<file path="src/rtl/serial_bit_feeder.sv">
// serial_bit_feeder
// Parallel-to-serial stage feeding the overlapping sequence detector.
// Words arrive over a valid/ready handshake and leave one bit per clock on
// `data`. A one-entry holding buffer plus a bypass path let consecutive
// words stream with no idle cycles between them.
//
// Ports:
//   clk         system clock, rising edge
//   rst         asynchronous reset, active low
//   din         parallel word to serialise (sampled only on accept)
//   din_valid   din is valid this cycle
//   din_ready   word can be accepted this cycle (= !hold_full)
//   data        registered serial bit stream
//   data_valid  registered, high while data carries a word bit
//   word_done   registered, high while data carries the last bit of a word
//   busy        high while shifting or while the holding buffer is occupied
//
// State table:
//   state | meaning
//   IDLE  | nothing on data, data = IDLE_BIT
//   SHIFT | data carries bit cnt of the word in flight
module serial_bit_feeder #(
    parameter int       WIDTH     = 8,
    parameter bit       MSB_FIRST = 1'b1,
    parameter logic     IDLE_BIT  = 1'b0
) (
    input  logic             clk,
    input  logic             rst,
    input  logic [WIDTH-1:0] din,
    input  logic             din_valid,
    output logic             din_ready,
    output logic             data,
    output logic             data_valid,
    output logic             word_done,
    output logic             busy
);

    localparam int                CNT_W = (WIDTH > 2) ? $clog2(WIDTH) : 1;
    localparam logic [CNT_W-1:0]  LAST  = CNT_W'(WIDTH - 1);

    typedef enum logic {
        IDLE  = 1'b0,
        SHIFT = 1'b1
    } state_t;

    state_t           state, state_n;
    logic [WIDTH-1:0] shreg, shreg_n;
    logic [WIDTH-1:0] hold, hold_n;
    logic             hold_full, hold_full_n;
    logic [CNT_W-1:0] cnt, cnt_n;
    logic             data_n, data_valid_n, word_done_n;
    logic             accept;

    // The bit currently on `data` has already been removed from the shifter,
    // so the shifter always presents the next bit at its output end.
    function automatic logic first_bit(input logic [WIDTH-1:0] w);
        if (MSB_FIRST) return w[WIDTH-1];
        else           return w[0];
    endfunction

    function automatic logic [WIDTH-1:0] advance(input logic [WIDTH-1:0] w);
        if (MSB_FIRST) return w << 1;
        else           return w >> 1;
    endfunction

    assign din_ready = ~hold_full;
    assign accept    = din_valid & ~hold_full;
    assign busy      = (state == SHIFT) | hold_full;

    always_ff @(posedge clk or negedge rst) begin
        if (!rst) begin
            state      <= IDLE;
            shreg      <= '0;
            hold       <= '0;
            hold_full  <= 1'b0;
            cnt        <= '0;
            data       <= IDLE_BIT;
            data_valid <= 1'b0;
            word_done  <= 1'b0;
        end else begin
            state      <= state_n;
            shreg      <= shreg_n;
            hold       <= hold_n;
            hold_full  <= hold_full_n;
            cnt        <= cnt_n;
            data       <= data_n;
            data_valid <= data_valid_n;
            word_done  <= word_done_n;
        end
    end

    always_comb begin
        state_n      = state;
        shreg_n      = shreg;
        hold_n       = hold;
        hold_full_n  = hold_full;
        cnt_n        = cnt;
        data_n       = data;
        data_valid_n = data_valid;
        word_done_n  = 1'b0;

        case (state)
            IDLE: begin
                if (accept) begin
                    data_n       = first_bit(din);
                    shreg_n      = advance(din);
                    cnt_n        = '0;
                    data_valid_n = 1'b1;
                    state_n      = SHIFT;
                end else begin
                    data_n       = IDLE_BIT;
                    data_valid_n = 1'b0;
                end
            end

            SHIFT: begin
                if (cnt != LAST) begin
                    data_n       = MSB_FIRST ? shreg[WIDTH-1] : shreg[0];
                    shreg_n      = advance(shreg);
                    cnt_n        = cnt + CNT_W'(1);
                    data_valid_n = 1'b1;
                    word_done_n  = (cnt_n == LAST);
                    if (accept) begin
                        hold_n      = din;
                        hold_full_n = 1'b1;
                    end
                end else if (hold_full) begin
                    data_n       = first_bit(hold);
                    shreg_n      = advance(hold);
                    cnt_n        = '0;
                    hold_full_n  = 1'b0;
                    data_valid_n = 1'b1;
                end else if (accept) begin
                    // bypass: next word goes straight into the shifter
                    data_n       = first_bit(din);
                    shreg_n      = advance(din);
                    cnt_n        = '0;
                    data_valid_n = 1'b1;
                end else begin
                    data_n       = IDLE_BIT;
                    data_valid_n = 1'b0;
                    cnt_n        = '0;
                    state_n      = IDLE;
                end
            end

            default: begin
                state_n      = IDLE;
                data_n       = IDLE_BIT;
                data_valid_n = 1'b0;
            end
        endcase
    end

endmodule

</file>
<file path="config.mk">
export PLATFORM = sky130hd
export DESIGN_NAME = serial_bit_feeder
export DESIGN_NICKNAME = d
export VERILOG_FILES = /design/src/rtl/serial_bit_feeder.sv
export SDC_FILE = /design/constraint.sdc
export NUM_CORES = 1
export LEC_CHECK = 0
export ABC_AREA = 0
export CAP_MARGIN = 10
export CORE_ASPECT_RATIO = 0.7
export CORE_MARGIN = 2
export CORE_UTILIZATION = 45
export CTS_BUF_LIST = sky130_fd_sc_hd__clkbuf_8
export DETAILED_ROUTE_END_ITERATION = 7
export MAX_ROUTING_LAYER = met4
export PLACE_DENSITY = 0.73
export SYNTH_ARGS = -nofsm -noshare
export SYNTH_HDL_FRONTEND = slang
export SYNTH_SLANG_ARGS = --single-unit
</file>
<file path="constraint.sdc">
create_clock -name clk -period 4.65 [get_ports clk]
set_clock_uncertainty 0.2 [all_clocks]
set_input_delay 0.93 -clock clk [delete_from_list [all_inputs] [get_ports clk]]
set_output_delay 0.93 -clock clk [all_outputs]
set_load 0.01 [all_outputs]
</file>
==> results.cfg <==
[timing]
finalSetupViolCount = 0
drv_slew = 0
fin_ws_ns = 1.66
finalSetupTns_ns = 0
worst_slew_pin_slew_ns = 0.998
clock.fmax_mhz = 334
hold_viol_final = 0
final.min_clock_period_ns = 2.99
grt_setup_unrepaired = false
slew_headroom = 0.333
fin_crit_sh = 0.644

[floorplanning]
io_pins = 16
start_util = 0.487
die_x_um = 66.4
die_h_um = 47.7
core_mm2 = 0.00251
die-area_mm2 = 0.00316
rows = 15

[yosys]
ys_seq_elements = 23
synth_common_cells = dfrtp_1, nand2_1, mux2_4
synthCells = 104
async_flop_share = 1.00
netlist_area_mm2 = 0.00122
yosysTopAreaCellShare = 0.470
synth_most_common_cell = dfrtp_1
synth_area_leader_cell = dfrtp_1
syn-num-nets = 119
synth_warnings = 0
syn_area_per_cell_um2 = 11.8
ys.flop_type = dfrtp_1
synth_seq_area_share = 0.470
synth.distinct_cells = 31
synth-edff-count = 0
ys_top_cells_by_area = dfrtp_1, mux2_4, ha_1

[power_and_ir_drop]
p_sw_frac = 0.367
comb_power_share = 0.431
ir_worst_vdd_mv = 0.336
power_density_mw_per_mm2 = 641
clkPwrFrac = 0.137
power.internal_uw = 572
seqPwrFrac = 0.432
switchingPower_uw = 332
p_leak_nw = 0.632

[setup_path]
ff2ff_setup_slack_ns = 2.43
cpLargestDelayFamily = flip-flops
arrival_ns = 1.86
critPathLaunchType = flip-flop
worstPathMaxFanout = 24
crit_path_top_delay_cell = dfrtp_1
worstPathRequired_ns = 3.52
slowest_delay_ns = 0.85
worst-setup-path-type = flip-flop to primary output
critPathCaptureType = primary output
cp_num_buf_inv = 1
crit_chain = or2_2, clkdlybuf4s50_1

[global_route]
overflow = 0
grt_max_degree = 25
grt_pass1_vias = 831
track_usage = 0.188
antenna_found_initial = 0
grt_pass1_wl_mm = 4.11

[layout]
fill_cells = 234
instances_no_fill = 150
fin_nets = 132
post-route-util = 0.561
n_antenna_cell = 0
drive_gt1_frac = 0.147
area_growth_pct = 15.1

[route]
firstDrtPassIters = 4
viasPerCell = 5.64
route.antenna.remaining_nets = 0
num_vias = 846
wirelength_mm = 2.46
wl_per_cell_um = 16.4
drtIter0Drc = 67
drcViolationCount = 0

[clocking]
cts_root_buf = clkbuf_8
h-tree-depth = 1
post_cts_buffers = 0
cts_resized = 0
clockBufferDepth = 2
clkSlewWorstSetupHoldPaths_ns = 0.08
hold_buffers = 0
cts_sinks = 23
worstSkewPairLatency_ns = 0.27
cts_tree = done
numCtsBuffers = 3

[place]
placedCellCount = 146
dp_slack_ns = 1.94
post-dp-hpwl_mm = 1.60
place.gp.congestion = 0.817
io_buffer_count = 15

[outcome]
status = finished, final reports clean

[flow_run]
maxCapViolCount = 0

[min_path]
min_path_type = flip-flop to flip-flop
==> worst register-to-register path: cells and delay by family (launching register included) <==
| family | cells | cell delay (ns) |
|---|---|---|
| and+or+nand+nor | 2 | 0.61 |
| DFF | 1 | 0.41 |
| adders and majority gates | 2 | 0.55 |
| muxes | 1 | 0.33 |
==> cells by family after synthesis <==
family | Yosys count | share of synthesized area
flops | 23 | 0.470
fa+ha+maj | 4 | 0.0409
simple gates | 28 | 0.141
compound gates | 26 | 0.151
buf+inv | 9 | 0.0490
mux | 14 | 0.148
==> stage by stage <==
stage	power [mW]	hold slack (ns)	instance area [um2]
global placement	0.761	0.291	1370
global route	0.970	0.341	1410
finish	0.904	0.306	1410
CTS	0.907	0.312	1410
floorplan	0.676	0.270	1220
detailed placement	0.779	0.292	1370
==> layer usage <==
metal | wire, um | vias up | part of all wire | global-route usage
li1 | - | 404 | - | -
met1 | 1180 | 413 | 0.48 | 0.250
met2 | 1100 | 27 | 0.45 | 0.280
met3 | 160 | 2 | 0.065 | 0.0518
met4 | 17 | 0 | 0.0069 | 0.0694
met5 | 0 | - | 0 | -
==> state kept, by name, summed over array words and instances (netlist names) <==
signal,flops
data,1
hold_full,1
cnt,3
shreg,8
word_done,1
state,1
hold,8
==> final cells by class <==
class | instances | area [um2] | area share
clock buffers | 3 | 41.3 | 0.0293
repair buffers | 15 | 150 | 0.106
inverters | 2 | 7.51 | 0.00532
well taps | 34 | 42.5 | 0.0302
flip-flops and latches | 23 | 576 | 0.408
clock inverters | 1 | 3.75 | 0.00266
multi-input cells | 72 | 589 | 0.418
==> cells in the final DEF, fill, tap and decap left out, types with 4 or more instances in the layout <==
cell	Yosys	layout
a22oi_1	4	4
clkdlybuf4s50_1	0	15
dfrtp_1	23	23
ha_1	4	4
mux2_4	8	8
mux2i_1	5	5
nand2_1	9	9
nand2b_1	5	5
nor2_1	4	4
o22ai_1	5	5
==> power groups by stage <==
stage / Combinational, mW / Clock (mW) / Sequential, mW
floorplan: 0.321 / 0 / 0.354
global placement: 0.374 / 0 / 0.388
detailed placement: 0.387 / 0 / 0.392
CTS: 0.391 / 0.127 / 0.389
global route: 0.427 / 0.136 / 0.407
finish: 0.390 / 0.124 / 0.391
==> worst paths after layout <==
| kind | cells after the start | from | end |
|---|---|---|---|
| setup / recovery | 2 | state$_DFF_PN0_ | busy |
| hold / removal | 2 | shreg[0]$_DFF_PN0_ | shreg[0]$_DFF_PN0_ |
| setup reg to reg | 5 | cnt[0]$_DFFE_PN0P_ | hold[4]$_DFFE_PN0P_ |
| hold reg to reg | 2 | shreg[0]$_DFF_PN0_ | shreg[0]$_DFF_PN0_ |
| max in group asynchronous | 1 | rst | shreg[1]$_DFF_PN0_ |
| min in group asynchronous | 1 | rst | shreg[7]$_DFF_PN0_ |
Power figures use the tool's default switching activity.
